$ cat src/rtl/fifo_wr_arb_4x60.sv
// rtl/fifo_wr_arb_4x60.sv - round-robin write arbiter for a 512xDW FIFO with a 2-entry output skid buffer
module fifo_wr_arb_4x60 #(
    parameter int DW   = 60,
    parameter int NREQ = 4
) (
    input  logic              clk,
    input  logic              rst,
    input  logic              clr,
    input  logic [NREQ-1:0]   req_valid,
    input  logic [NREQ*DW-1:0] req_data,
    output logic [NREQ-1:0]   req_ready,
    output logic              fifo_we,
    output logic [DW-1:0]     fifo_din,
    output logic              fifo_re,
    input  logic [DW-1:0]     fifo_dout,
    input  logic              fifo_full,
    input  logic              fifo_empty,
    output logic              fifo_clr,
    output logic              out_valid,
    output logic [DW-1:0]     out_data,
    input  logic              out_ready,
    output logic [9:0]        level,
    output logic [1:0]        last_gnt
);

    typedef enum logic [1:0] {E0, E1, E2} buf_state_e;

    buf_state_e  state_q;
    logic        pend_q;
    logic [1:0]  ptr_q, ptr_d;
    logic [1:0]  last_gnt_q, last_gnt_d;
    logic [9:0]  level_q, level_d;
    logic [DW-1:0] head_q, tail_q;

    logic        gnt_any;
    logic [1:0]  gnt_idx;
    logic        pop;
    logic [1:0]  entries;
    logic [2:0]  inflight;

    // Scan from the highest offset down so the lowest offset from ptr wins.
    always_comb begin
        gnt_any = 1'b0;
        gnt_idx = ptr_q;
        for (int k = NREQ - 1; k >= 0; k--) begin
            if (req_valid[ptr_q + 2'(k)]) begin
                gnt_any = 1'b1;
                gnt_idx = ptr_q + 2'(k);
            end
        end
    end

    always_comb begin
        req_ready = '0;
        if (!rst && !clr && !fifo_full && gnt_any) begin
            req_ready = NREQ'(1) << gnt_idx;
        end
    end

    assign fifo_we   = |req_ready;
    assign fifo_din  = req_data[gnt_idx*DW +: DW];
    assign fifo_clr  = clr;

    assign out_valid = (state_q != E0);
    assign out_data  = head_q;
    assign pop       = out_valid & out_ready;
    assign entries   = (state_q == E2) ? 2'd2 : (state_q == E1) ? 2'd1 : 2'd0;
    assign inflight  = {1'b0, entries} + {2'b00, pend_q};
    // A read is issued only if its word is guaranteed a slot when it lands.
    assign fifo_re   = !rst && !clr && !fifo_empty && (inflight < (3'd2 + {2'b00, pop}));

    assign level     = level_q;
    assign last_gnt  = last_gnt_q;

    always_comb begin
        ptr_d      = ptr_q;
        last_gnt_d = last_gnt_q;
        if (fifo_we) begin
            ptr_d      = gnt_idx + 2'd1;
            last_gnt_d = gnt_idx;
        end
    end

    always_comb begin
        level_d = level_q;
        if (fifo_we && !pop && level_q != 10'h3ff) begin
            level_d = level_q + 10'd1;
        end else if (!fifo_we && pop && level_q != 10'd0) begin
            level_d = level_q - 10'd1;
        end
    end

    always_ff @(posedge clk or posedge rst) begin
        if (rst) begin
            state_q    <= E0;
            pend_q     <= 1'b0;
            ptr_q      <= 2'd0;
            last_gnt_q <= 2'd0;
            level_q    <= 10'd0;
        end else if (clr) begin
            state_q    <= E0;
            pend_q     <= 1'b0;
            ptr_q      <= 2'd0;
            last_gnt_q <= 2'd0;
            level_q    <= 10'd0;
        end else begin
            pend_q     <= fifo_re;
            ptr_q      <= ptr_d;
            last_gnt_q <= last_gnt_d;
            level_q    <= level_d;
            case (state_q)
                E0: if (pend_q) state_q <= E1;
                E1: begin
                    if (pend_q && !pop)      state_q <= E2;
                    else if (!pend_q && pop) state_q <= E0;
                end
                E2: if (pop && !pend_q) state_q <= E1;
                default: state_q <= E0;
            endcase
        end
    end

    // Payload registers need no reset; state_q alone decides what is valid.
    always_ff @(posedge clk) begin
        case (state_q)
            E0: if (pend_q) head_q <= fifo_dout;
            E1: begin
                if (pend_q && pop) head_q <= fifo_dout;
                else if (pend_q)   tail_q <= fifo_dout;
            end
            E2: begin
                if (pop) begin
                    head_q <= tail_q;
                    if (pend_q) tail_q <= fifo_dout;
                end
            end
            default: ;
        endcase
    end

endmodule

$ cat config.mk
export PLATFORM = sky130hd
export DESIGN_NAME = fifo_wr_arb_4x60
export DESIGN_NICKNAME = d
export VERILOG_FILES = /design/src/rtl/fifo_wr_arb_4x60.sv
export SDC_FILE = /design/constraint.sdc
export NUM_CORES = 1
export LEC_CHECK = 0
export CORE_AREA = 2 2 176 178
export DETAILED_ROUTE_END_ITERATION = 8
export DIE_AREA = 0 0 178 180
export SLEW_MARGIN = 5
export SYNTH_ARGS = -nofsm -noshare
export SYNTH_HDL_FRONTEND = slang
export SYNTH_SLANG_ARGS = --single-unit
$ cat constraint.sdc
create_clock -name clk -period 7.1 [get_ports clk]
set_input_delay 1.42 -clock clk [delete_from_list [all_inputs] [get_ports clk]]
set_output_delay 1.42 -clock clk [all_outputs]
set_load 0.03 [all_outputs]
==> flow_metrics.tcl <==
set metrics [dict create \
    synth_compound_area_frac 0.0373 \
    clkPwrFrac 0.338 \
    fp.dieH_um 180 \
    setup_viol 0 \
    clock_skew_ns 0.0235 \
    p_sw_mw 0.826 \
    clock_latency_ns 0.43 \
    p_int_mw 1.83 \
    grt_pass1_wl_mm 46.5 \
    period_minus_slack_ns 5.93 \
    place_inst 1377 \
    fp-row-count 64 \
    area_growth_pct 72.6 \
    status "complete, no violations" \
    n_fill_cell 2831 \
    wl_per_cell_um 23.7 \
    synth-simple-area-share 0.0430 \
    synth_flop_cell "edfxtp_1" \
    ant_nets 0 \
    critPathMaxFanout 24 \
    clock-sinks 137 \
    cts_root_buf "clkbuf_16" \
    hp-start "last_gnt[0]" \
    synthAdderAreaFrac 0.0238 \
    synth_seq_cells 137 \
    grt_pass1_vias 6630 \
    drv_slew 0 \
    gp_routability_congestion 0.968 \
    maxSlewHeadroom 0.402 \
    nets 1324 \
    utilization 0.439 \
    cts_made_buffers 17 \
    r2r-start "state_q[0]" \
    hold_class "reg2reg" \
    wl_mm 33.5 \
    setup_slack_ns 1.17 \
    synth.area.mux_share 0.330 \
    peakVddDrop_uv 126 \
    io_buffers 449 \
    fp.dieW_um 178 \
    detail_route.iter0.violations 378 \
    post-cts-setup-buffers 0 \
    seq_power_share 0.344 \
    min_period_over_period 0.835 \
    core_mm2 0.0302 \
    startpoint "req_valid[3]" \
    hold_viol 0 \
    pre_cts_slack_ns 1.16 \
    p_leak_nw 4.78 \
    dpl.hpwl_mm 27.4 \
    ys_types 49 \
    htree_levels 4 \
    switching_share 0.311 \
    powerDensity_mw_per_mm2 200 \
    yosys.area_share.xor_xnor 0.0103 \
    worstMarginPinSlew_ns 0.897 \
    vias 6437 \
    postCtsHoldBufs 0 \
    async_reset_ff_frac 0.124 \
    dieArea_mm2 0.0320 \
    drc 0 \
    maxCapViolCount 0 \
    via_per_inst 4.54 \
    syn_area_mm2 0.00768 \
    io_pins 450 \
    antenna_found_initial 8 \
    path_clk_slew_ns 0.07 \
    fin_setup_tns_ns 0 \
    drive_above_1_share 0.115 \
    syn-num-nets 874 \
    p_comb_frac 0.317 \
    synth_edf_count 120 \
    seq_area_frac_synth 0.525 \
    clockBufferDepth 2 \
    first_pass_iters 4 \
    grt_max_degree 62 \
    syn-instance-count 550 \
    grt_overflow 0 \
    fin_area_mm2 0.0133 \
    grt_setup_unrepaired "no" \
    synth_top_family_by_area "multiplexers" \
    tritoncts "done" \
    gr-usage-all-layers 0.206 \
    final_cells 1418 \
    cp.required_ns 5.68 \
    startpoint_type "input pin" \
    worstPathArrival_ns 4.51 \
    start_util 0.254 \
    fmax_mhz 169 \
    avgSynthCellArea_um2 14.0 \
    post_cts_resized 0 \
    postPlaceCellArea_mm2 0.0126 \
    yosysWarnings 0 \
    cp-end-kind "primary output" \
    crit_type "in2out" \
]
==> cell usage in the layout (no fill, tap or decap), types with 5 or more instances in the layout <==
cell type        count
diode_2              9
buf_4               13
nor2_1              16
clkdlybuf4s50_1    449
inv_1                9
o21ai_0              9
xnor2_1              5
mux2_2              60
mux2i_1            186
ha_1                13
a21oi_1             10
clkbuf_16           17
inv_8                6
nand2_1             11
dfrtp_1             17
edfxtp_1           120
==> layer usage <==
metal / wire length [um] / share of wire / track usage / vias up
li1: - / - / - / 3052
met1: 13200 / 0.39 / 0.242 / 3104
met2: 17100 / 0.51 / 0.349 / 261
met3: 2760 / 0.082 / 0.0692 / 20
met4: 502 / 0.015 / 0.0689 / 0
met5: 0 / 0 / 0 / -
==> critical path, cell delays in order <==
cell and delay (ns):
clkdlybuf4s50_1 0.57, and2b_2 0.25, o21ai_0 0.20, o221a_4 0.55, buf_4 0.40, mux2i_1 0.32
clkdlybuf4s50_1 0.76
==> per-stage QoR <==
step	hold slack (ns)	total power, mW
detailed placement	0.526	1.78
finish	0.543	2.66
global route	0.557	2.77
global placement	0.521	1.78
floorplan	0.523	1.37
CTS	0.540	2.69
==> cell usage after synthesis (2+ instances only) <==
cell	n	share of area
a211oi_1	4	0.0039
a21o_1	4	0.0039
a21oi_1	10	0.0065
a31oi_1	2	0.0016
and3_1	2	0.0016
and4_1	2	0.0023
buf_2	13	0.0085
buf_4	6	0.0059
buf_6	5	0.0073
clkbuf_1	7	0.0034
dfrtp_1	17	0.055
edfxtp_1	120	0.47
ha_1	13	0.021
inv_1	9	0.0044
mux2_2	60	0.088
mux2i_1	186	0.24
nand2_1	11	0.0054
nand2b_1	2	0.0016
nand3_1	4	0.0026
nand3b_1	3	0.0029
nor2_1	17	0.0083
nor2b_1	4	0.0033
nor3_1	3	0.0020
o21ai_0	10	0.0065
o21ai_1	2	0.0013
o31ai_1	2	0.0020
or4_1	3	0.0029
xnor2_1	5	0.0057
xor2_1	4	0.0046
==> power by group through the flow <==
stage / logic, mW / registers (mW) / clock network, mW
2_1_floorplan: 0.409 / 0.961 / 0
3_3_place_gp: 0.844 / 0.931 / 0
3_5_place_dp: 0.844 / 0.932 / 0
4_1_cts: 0.850 / 0.914 / 0.923
5_1_grt: 0.894 / 0.916 / 0.965
6_report: 0.843 / 0.914 / 0.899
==> layout make-up <==
cell class | count | area, um^2 | share of cell area
timing repair buffer | 463 | 4610 | 0.348
sequential | 137 | 4030 | 0.304
multi-input combinational | 371 | 3460 | 0.261
tap | 396 | 495 | 0.0374
clock buffer | 17 | 425 | 0.0321
clock inverter | 15 | 173 | 0.0130
inverter | 10 | 37.5 | 0.00283
antenna | 9 | 22.5 | 0.00170
==> path summary, 6_finish.rpt <==
| check | end | cells after the start | slack (ns) |
|---|---|---|---|
| max | fifo_din[22] | 7 | 1.17 |
| min | last_gnt[0] | 2 | 0.54 |
| max reg2reg | level[9] | 8 | 3.49 |
| min reg2reg | last_gnt[0] | 2 | 0.54 |
| max in group asynchronous | last_gnt[0] | 2 | 5.05 |
| min in group asynchronous | level[4] | 2 | 1.56 |
==> registers in the layout, indices dropped and copies added, names as in the netlist <==
name / flops
last_gnt: 2
level: 10
pend_q: 1
tail_q: 60
out_data: 60
state_q: 2
ptr_q: 2
==> kinds of logic after synthesis <==
group	count (synthesis)
xor gates and xnor gates	9
buffers and inverters	42
AOI/OAI and AO/OA	43
adders and majority gates	14
muxes	246
and+or+nand+nor	59
DFF	137
Power figures use the tool's default switching activity.
